## config.mk

```make
export PLATFORM = sky130hd
export DESIGN_NAME = ir_nec_tx
export DESIGN_NICKNAME = d
export VERILOG_FILES = /design/src/rtl/ir_nec_pkg.sv /design/src/rtl/ir_carrier_gen.sv /design/src/rtl/ir_nec.sv
export SDC_FILE = /design/constraint.sdc
export NUM_CORES = 1
export LEC_CHECK = 0
export ABC_AREA = 1
export CORE_MARGIN = 2
export CORE_UTILIZATION = 39
export CTS_BUF_LIST = sky130_fd_sc_hd__clkbuf_8
export DETAILED_ROUTE_END_ITERATION = 16
export SLEW_MARGIN = 0
export SYNTH_ARGS = -nofsm -noshare
export SYNTH_HDL_FRONTEND = slang
export SYNTH_HIERARCHICAL = 1
export SYNTH_SLANG_ARGS = --single-unit
export TNS_END_PERCENT = 1
```

## constraint.sdc

```tcl
create_clock -name i_clk -period 7.55 [get_ports i_clk]
set_input_delay 0.755 -clock i_clk [delete_from_list [all_inputs] [get_ports i_clk]]
set_output_delay 0.755 -clock i_clk [all_outputs]
set_load 0.005 [all_outputs]
```

## src/rtl/ir_nec_pkg.sv

```systemverilog
// Shared types and constants for the NEC infrared transmitter.
package ir_nec_pkg;

  typedef enum logic [2:0] {
    StIdle,
    StLeadMark,
    StLeadSpace,
    StBitMark,
    StBitSpace,
    StStopMark,
    StGap
  } nec_state_e;

  // Durations in NEC units (562.5 us each).
  localparam int unsigned LEAD_MARK_U  = 16;
  localparam int unsigned LEAD_SPACE_U = 8;
  localparam int unsigned REP_SPACE_U  = 4;
  localparam int unsigned ONE_SPACE_U  = 3;
  localparam int unsigned BIT_U        = 1;

  // Defaults for a 50 MHz clock.
  localparam int unsigned UNIT_CYC_DEF     = 28125;
  localparam int unsigned CARRIER_HALF_DEF = 658;

  // True for states during which the IR envelope is asserted.
  function automatic logic is_mark(input nec_state_e s);
    return (s == StLeadMark) || (s == StBitMark) || (s == StStopMark);
  endfunction

endpackage

```

## src/rtl/ir_carrier_gen.sv

```systemverilog
// 38 kHz carrier: half-period counter plus toggle, restartable so every mark
// begins with a full high half-period. Output is the registered, gated carrier.
module ir_carrier_gen
  import ir_nec_pkg::*;
#(
  parameter int unsigned CARRIER_HALF = CARRIER_HALF_DEF
) (
  input  logic i_clk,
  input  logic rst_n,
  input  logic i_restart,
  input  logic i_gate,
  output logic o_led
);

  localparam int unsigned CntW = (CARRIER_HALF > 1) ? $clog2(CARRIER_HALF) : 1;

  logic [CntW-1:0] r_cnt;
  logic [CntW-1:0] w_cnt_d;
  logic            r_phase;
  logic            w_phase_d;
  logic            r_led;

  // Next phase/count; restart forces the high half to begin on this edge.
  always_comb begin
    w_cnt_d   = r_cnt + CntW'(1);
    w_phase_d = r_phase;
    if (i_restart) begin
      w_cnt_d   = '0;
      w_phase_d = 1'b1;
    end else if (r_cnt == CntW'(CARRIER_HALF - 1)) begin
      w_cnt_d   = '0;
      w_phase_d = ~r_phase;
    end
  end

  // Carrier state and gated LED register.
  always_ff @(posedge i_clk or negedge rst_n) begin
    if (!rst_n) begin
      r_cnt   <= '0;
      r_phase <= 1'b0;
      r_led   <= 1'b0;
    end else begin
      r_cnt   <= w_cnt_d;
      r_phase <= w_phase_d;
      r_led   <= i_gate & w_phase_d;
    end
  end

  assign o_led = r_led;

endmodule

```

## src/rtl/ir_nec.sv

```systemverilog
// NEC IR transmitter: leader, 32 pulse-distance bits LSB first, stop mark and
// inter-frame gap, or the short repeat code. All outputs are registered.
module ir_nec_tx
  import ir_nec_pkg::*;
#(
  parameter int unsigned UNIT_CYC     = UNIT_CYC_DEF,
  parameter int unsigned CARRIER_HALF = CARRIER_HALF_DEF,
  parameter int unsigned MODULATE     = 1,
  parameter int unsigned GAP_UNITS    = 72
) (
  input  logic        i_clk,
  input  logic        rst_n,
  input  logic        i_start,
  input  logic        i_repeat_req,
  input  logic [31:0] i_data,
  output logic        o_busy,
  output logic        o_done,
  output logic        o_ir_mark,
  output logic        o_ir_led,
  output logic        o_ir_rxd_loop
);

  localparam int unsigned CycW = (UNIT_CYC > 1) ? $clog2(UNIT_CYC) : 1;

  nec_state_e      r_state, w_state_d;
  logic [CycW-1:0] r_cyc, w_cyc_d;
  logic [6:0]      r_units, w_units_d;
  logic [4:0]      r_bit, w_bit_d;
  logic [31:0]     r_shift, w_shift_d;
  logic            r_rep, w_rep_d;
  logic            r_busy, r_done, r_mark, r_rxd;

  logic [6:0]      w_dur;
  logic            w_unit_end;
  logic            w_state_end;
  logic            w_mark_d;
  logic            w_done_d;
  logic            w_carrier_led;

  // Length of the current state in units.
  always_comb begin
    w_dur = 7'd1;
    case (r_state)
      StLeadMark:  w_dur = 7'(LEAD_MARK_U);
      StLeadSpace: w_dur = r_rep ? 7'(REP_SPACE_U) : 7'(LEAD_SPACE_U);
      StBitMark:   w_dur = 7'(BIT_U);
      StBitSpace:  w_dur = r_shift[0] ? 7'(ONE_SPACE_U) : 7'(BIT_U);
      StStopMark:  w_dur = 7'(BIT_U);
      StGap:       w_dur = 7'(GAP_UNITS);
      default:     w_dur = 7'd1;
    endcase
  end

  assign w_unit_end  = (r_cyc == CycW'(UNIT_CYC - 1));
  assign w_state_end = w_unit_end && (r_units == (w_dur - 7'd1));

  // Next-state, counters and shift register.
  always_comb begin
    w_state_d = r_state;
    w_cyc_d   = r_cyc + CycW'(1);
    w_units_d = r_units;
    w_bit_d   = r_bit;
    w_shift_d = r_shift;
    w_rep_d   = r_rep;
    if (r_state == StIdle) begin
      w_cyc_d   = '0;
      w_units_d = '0;
      w_bit_d   = '0;
      if (i_start) begin
        w_state_d = StLeadMark;
        w_shift_d = i_data;
        w_rep_d   = 1'b0;
      end else if (i_repeat_req) begin
        w_state_d = StLeadMark;
        w_rep_d   = 1'b1;
      end
    end else begin
      if (w_unit_end) begin
        w_cyc_d   = '0;
        w_units_d = r_units + 7'd1;
      end
      if (w_state_end) begin
        w_units_d = '0;
        case (r_state)
          StLeadMark:  w_state_d = StLeadSpace;
          StLeadSpace: w_state_d = r_rep ? StStopMark : StBitMark;
          StBitMark:   w_state_d = StBitSpace;
          StBitSpace: begin
            w_shift_d = {1'b0, r_shift[31:1]};
            w_bit_d   = r_bit + 5'd1;
            w_state_d = (r_bit == 5'd31) ? StStopMark : StBitMark;
          end
          StStopMark:  w_state_d = StGap;
          StGap:       w_state_d = StIdle;
          default:     w_state_d = StIdle;
        endcase
      end
    end
  end

  assign w_mark_d = is_mark(w_state_d);
  // done lands on the final gap cycle, so it is decoded from next-cycle values.
  assign w_done_d = (w_state_d == StGap) && (w_units_d == 7'(GAP_UNITS - 1)) &&
                    (w_cyc_d == CycW'(UNIT_CYC - 1));

  // State, datapath and registered outputs.
  always_ff @(posedge i_clk or negedge rst_n) begin
    if (!rst_n) begin
      r_state <= StIdle;
      r_cyc   <= '0;
      r_units <= '0;
      r_bit   <= '0;
      r_shift <= '0;
      r_rep   <= 1'b0;
      r_busy  <= 1'b0;
      r_done  <= 1'b0;
      r_mark  <= 1'b0;
      r_rxd   <= 1'b1;
    end else begin
      r_state <= w_state_d;
      r_cyc   <= w_cyc_d;
      r_units <= w_units_d;
      r_bit   <= w_bit_d;
      r_shift <= w_shift_d;
      r_rep   <= w_rep_d;
      r_busy  <= (w_state_d != StIdle);
      r_done  <= w_done_d;
      r_mark  <= w_mark_d;
      r_rxd   <= ~w_mark_d;
    end
  end

  // Marks never follow marks directly, so a rising envelope marks every mark entry.
  ir_carrier_gen #(
    .CARRIER_HALF(CARRIER_HALF)
  ) u_carrier (
    .i_clk    (i_clk),
    .rst_n    (rst_n),
    .i_restart(w_mark_d & ~r_mark),
    .i_gate   (w_mark_d),
    .o_led    (w_carrier_led)
  );

  assign o_busy        = r_busy;
  assign o_done        = r_done;
  assign o_ir_mark     = r_mark;
  assign o_ir_led      = (MODULATE != 0) ? w_carrier_led : r_mark;
  assign o_ir_rxd_loop = r_rxd;

endmodule

```

==> metrics.csv <==
stage,metric,value,unit
setup_path,slowest_delay,0.46,ns
die,die_h,112,microns
setup_path,ff2ff_path_depth,21,
layout,drive_gt1_frac,0.107,
job,cap_violations,0,
setup_path,cp_slowest_cell,dfrtp_1,
synth,ys_warn_count,6,
setup_path,crit_path_start,r_state[0],
clocking,cts_root_buffer,clkbuf_8,
hold_path,hp-start,r_bit[4],
layout,fin_nets,656,
synth,yosysTopAreaCellShare,0.428,
power,power,0.759,mW
setup_path,cp-start-kind,flop,
detailed_routing,dr_total_vias,3677,
synth,ys_seq_area_frac,0.434,
setup_path,path_depth,21,
power,pwr-share-clk,0.408,
detailed_routing,wl,9.23,mm
placed_design,port_buffers,40,
die,ios,41,
global_routing,grt_use_total,0.163,
power,p_int,0.595,mW
sta,final-max-slew-violation-count,0,
power,power_density,146,mW/mm^2
detailed_routing,drt-wirelength-per-cell,12.2,microns
power,ir_drop,86.7,uV
synth,synthDistinctLibCells,37,
power,power_frac_comb,0.034,
setup_path,end_kind,flop,
placed_design,dpl_cell_area,0.00502,sq mm
sta,fin_crit,3.39,ns
setup_path,path_delay_family,simple AND/OR/NAND/NOR gates,
synth,synth_edf_count,0,
setup_path,path_class,flop to flop,
die,die_w,112,microns
synth,syn_inst,576,
synth,ys_seq_elements,79,
clocking,clock_latency,0.37,ns
power,seqPwrFrac,0.557,
sta,slew_headroom,0.285,
die,coreArea,0.0114,sq mm
synth,synth-main-ff-cell,dfrtp_1,
die,start_util,0.400,
global_routing,grt_pass1_vias,3660,
power,p_leak,2.40,nW
sta,final.setup.tns,0,ns
die,dieArea,0.0126,sq mm
sta,tightest_slew,1.07,ns
layout,final_area,0.00520,sq mm
sta,fin_skew,0.0108,ns
sta,rsz0062_at_grt,no,
clocking,cts.sinks,79,
sta,fmax,0.295,GHz
status,status,"finished, final reports clean",
setup_path,cp_max_fo,6,
hold_path,hold_class,flop to flop,
setup_path,path_common_cell,nand2_1,
placed_design,gp_congestion,0.898,
layout,num_antenna_cells,0,
clocking,clk_path_buf_depth,2,
global_routing,antenna_found_initial,0,
detailed_routing,drc,0,
synth,avgSynthCellArea,7.92,sq um
sta,whs,0.490,ns
synth,yosysMostFrequentCell,nand2_1,
clocking,cts_setup_buffers,0,
synth,synthArstFlopShare,1.00,
power,power.switching,0.164,mW
global_routing,grt_pass1_wl,16.6,mm
sta,hold_viol,0,
global_routing,grt_max_degree,80,
setup_path,worstReg2RegStart,r_state[0],
synth,yosys-top-cells-area,"dfrtp_1 (43%), nand2_1 (14%), nor2_1 (6.7%), nand3_2 (6.4%), o21a_1 (4.8%)",
detailed_routing,vias_per_cell,4.85,
synth,synth_top_area_cell,dfrtp_1,
placed_design,dp_hpwl,6.55,mm
setup_path,worstPathRequired,7.80,ns
sta,period_share,0.449,
synth,syn_area,0.00456,sq mm
detailed_routing,dr.pass1.iters,4,
synth,synth_nets,620,
global_routing,overflow,0,
setup_path,worstPathArrival,3.64,ns
detailed_routing,drtIter0Drc,149,
clocking,numCtsBuffers,9,
clocking,htreeDepth,3,
clocking,cts_tree,done,
layout,num-fill-cells,1134,
clocking,clk_pin_slew_worst_paths,0.08,ns
hold_path,min_path_cells,2,
layout,area_growth,14.1,%
sta,final.setup.worst_slack,4.16,ns
setup_path,reg2reg_slack,4.16,ns
sta,setup_viol,0,
synth,yosys-top-cells-count,"nand2_1 (173), nor2_1 (81), dfrtp_1 (78)",
detailed_routing,final_antenna_net_count,0,
setup_path,crit_chain,"inv_2, nand2_1, nor2_1, nand2_1, ha_1, nand2_1, nand2_1, nor2_1, nand2_1, nor2_1, nand2_1, nor2_4, nand2_4, nand2_1, nand2_1, nand2_1, nand2_1, nor2_1, inv_1, nand2_1, nor3_2",
clocking,post_cts_resized,0,
setup_path,crit_buf_inv,2,
clocking,cts.hold.buffers_added,0,
placed_design,place_ws,4.23,ns
die,num_rows,39,
power,swShare,0.216,
-- registers in the layout, indices dropped and copies added (netlist names) --
register / cells
r_state: 3
o_ir_rxd_loop: 1
r_bit: 5
r_rep: 1
r_cyc: 15
o_ir_mark: 1
r_units: 7
o_busy: 1
u_carrier/r_cnt: 10
u_carrier/r_phase: 1
u_carrier/o_led: 1
o_done: 1
r_shift: 32
-- power groups by stage --
stage / Sequential, mW / Clock [mW] / Combinational, mW
2_1_floorplan: 0.431 / 0 / 0.00000377
3_3_place_gp: 0.431 / 0 / 0.0276
3_5_place_dp: 0.431 / 0 / 0.0273
4_1_cts: 0.423 / 0.321 / 0.0273
5_1_grt: 0.423 / 0.340 / 0.0295
6_report: 0.423 / 0.310 / 0.0261
-- per-stage QoR --
stage | util | instances
5_1_grt | 0.456 | 758
6_report | 0.456 | 758
2_1_floorplan | - | 576
3_3_place_gp | 0.440 | 744
4_1_cts | 0.456 | 758
3_5_place_dp | 0.440 | 744
-- cell usage in the layout, fill, tap and decap left out, drive strengths merged, types with 4 or more instances in the layout --
| master | n |
|---|---|
| nand3 | 69 |
| nor3 | 7 |
| inv | 55 |
| ha | 8 |
| a21oi | 4 |
| nor2 | 85 |
| o21a | 29 |
| o21ai | 8 |
| xor2 | 11 |
| nand4 | 9 |
| clkdlybuf4s50 | 39 |
| xnor2 | 4 |
| clkbuf | 10 |
| nand2 | 181 |
| dfrtp | 78 |
-- worst register-to-register path, stage by stage (launching register included) --
cell and delay, ns:
dfrtp_1 0.46, inv_2 0.11, nand2_1 0.12, nor2_1 0.40, nand2_1 0.13, ha_1 0.32, nand2_1 0.09, nand2_1 0.06
nor2_1 0.08, nand2_1 0.06, nor2_1 0.08, nand2_1 0.11, nor2_4 0.15, nand2_4 0.09, nand2_1 0.07, nand2_1 0.08
nand2_1 0.10, nand2_1 0.09, nor2_1 0.28, inv_1 0.14, nand2_1 0.19, nor3_2 0.07
-- cells by family (layout without fill, tap and decap cells) --
| logic type | after synthesis | count (layout) | share of synthesized area |
|---|---|---|---|
| and+or+nand+nor | 353 | 353 | 0.365 |
| AOI/OAI and AO/OA | 50 | 50 | 0.0771 |
| DFF | 79 | 79 | 0.434 |
| adders and majority gates | 8 | 8 | 0.0219 |
| buffers and inverters | 71 | 110 | 0.0741 |
| xor gates and xnor gates | 15 | 15 | 0.0288 |
-- routing by layer --
metal	global-route usage	vias up	share of wire
met3	0.0308	15	0.037
li1	-	1916	-
met1	0.211	1694	0.49
met2	0.263	52	0.45
met4	0.0797	0	0.024
met5	0	-	0
-- cell type report --
type                            instances  area, sq um  area share
Multi-Input combinational cell        426         2250       0.433
Sequential cell                        79         1980       0.380
Timing Repair Buffer                   40          398      0.0764
Inverter                               56          211      0.0406
Tap cell                              143          179      0.0344
Clock buffer                           10          138      0.0264
Clock inverter                          4         47.5     0.00913
-- worst paths after layout --
path | end
setup / recovery | u_carrier/r_cnt[7]
hold / removal | r_bit[4]
setup reg to reg | u_carrier/r_cnt[7]
hold reg to reg | r_bit[4]
max in group asynchronous | r_cyc[11]
min in group asynchronous | r_cyc[10]
(Power assumes the default switching activity.)
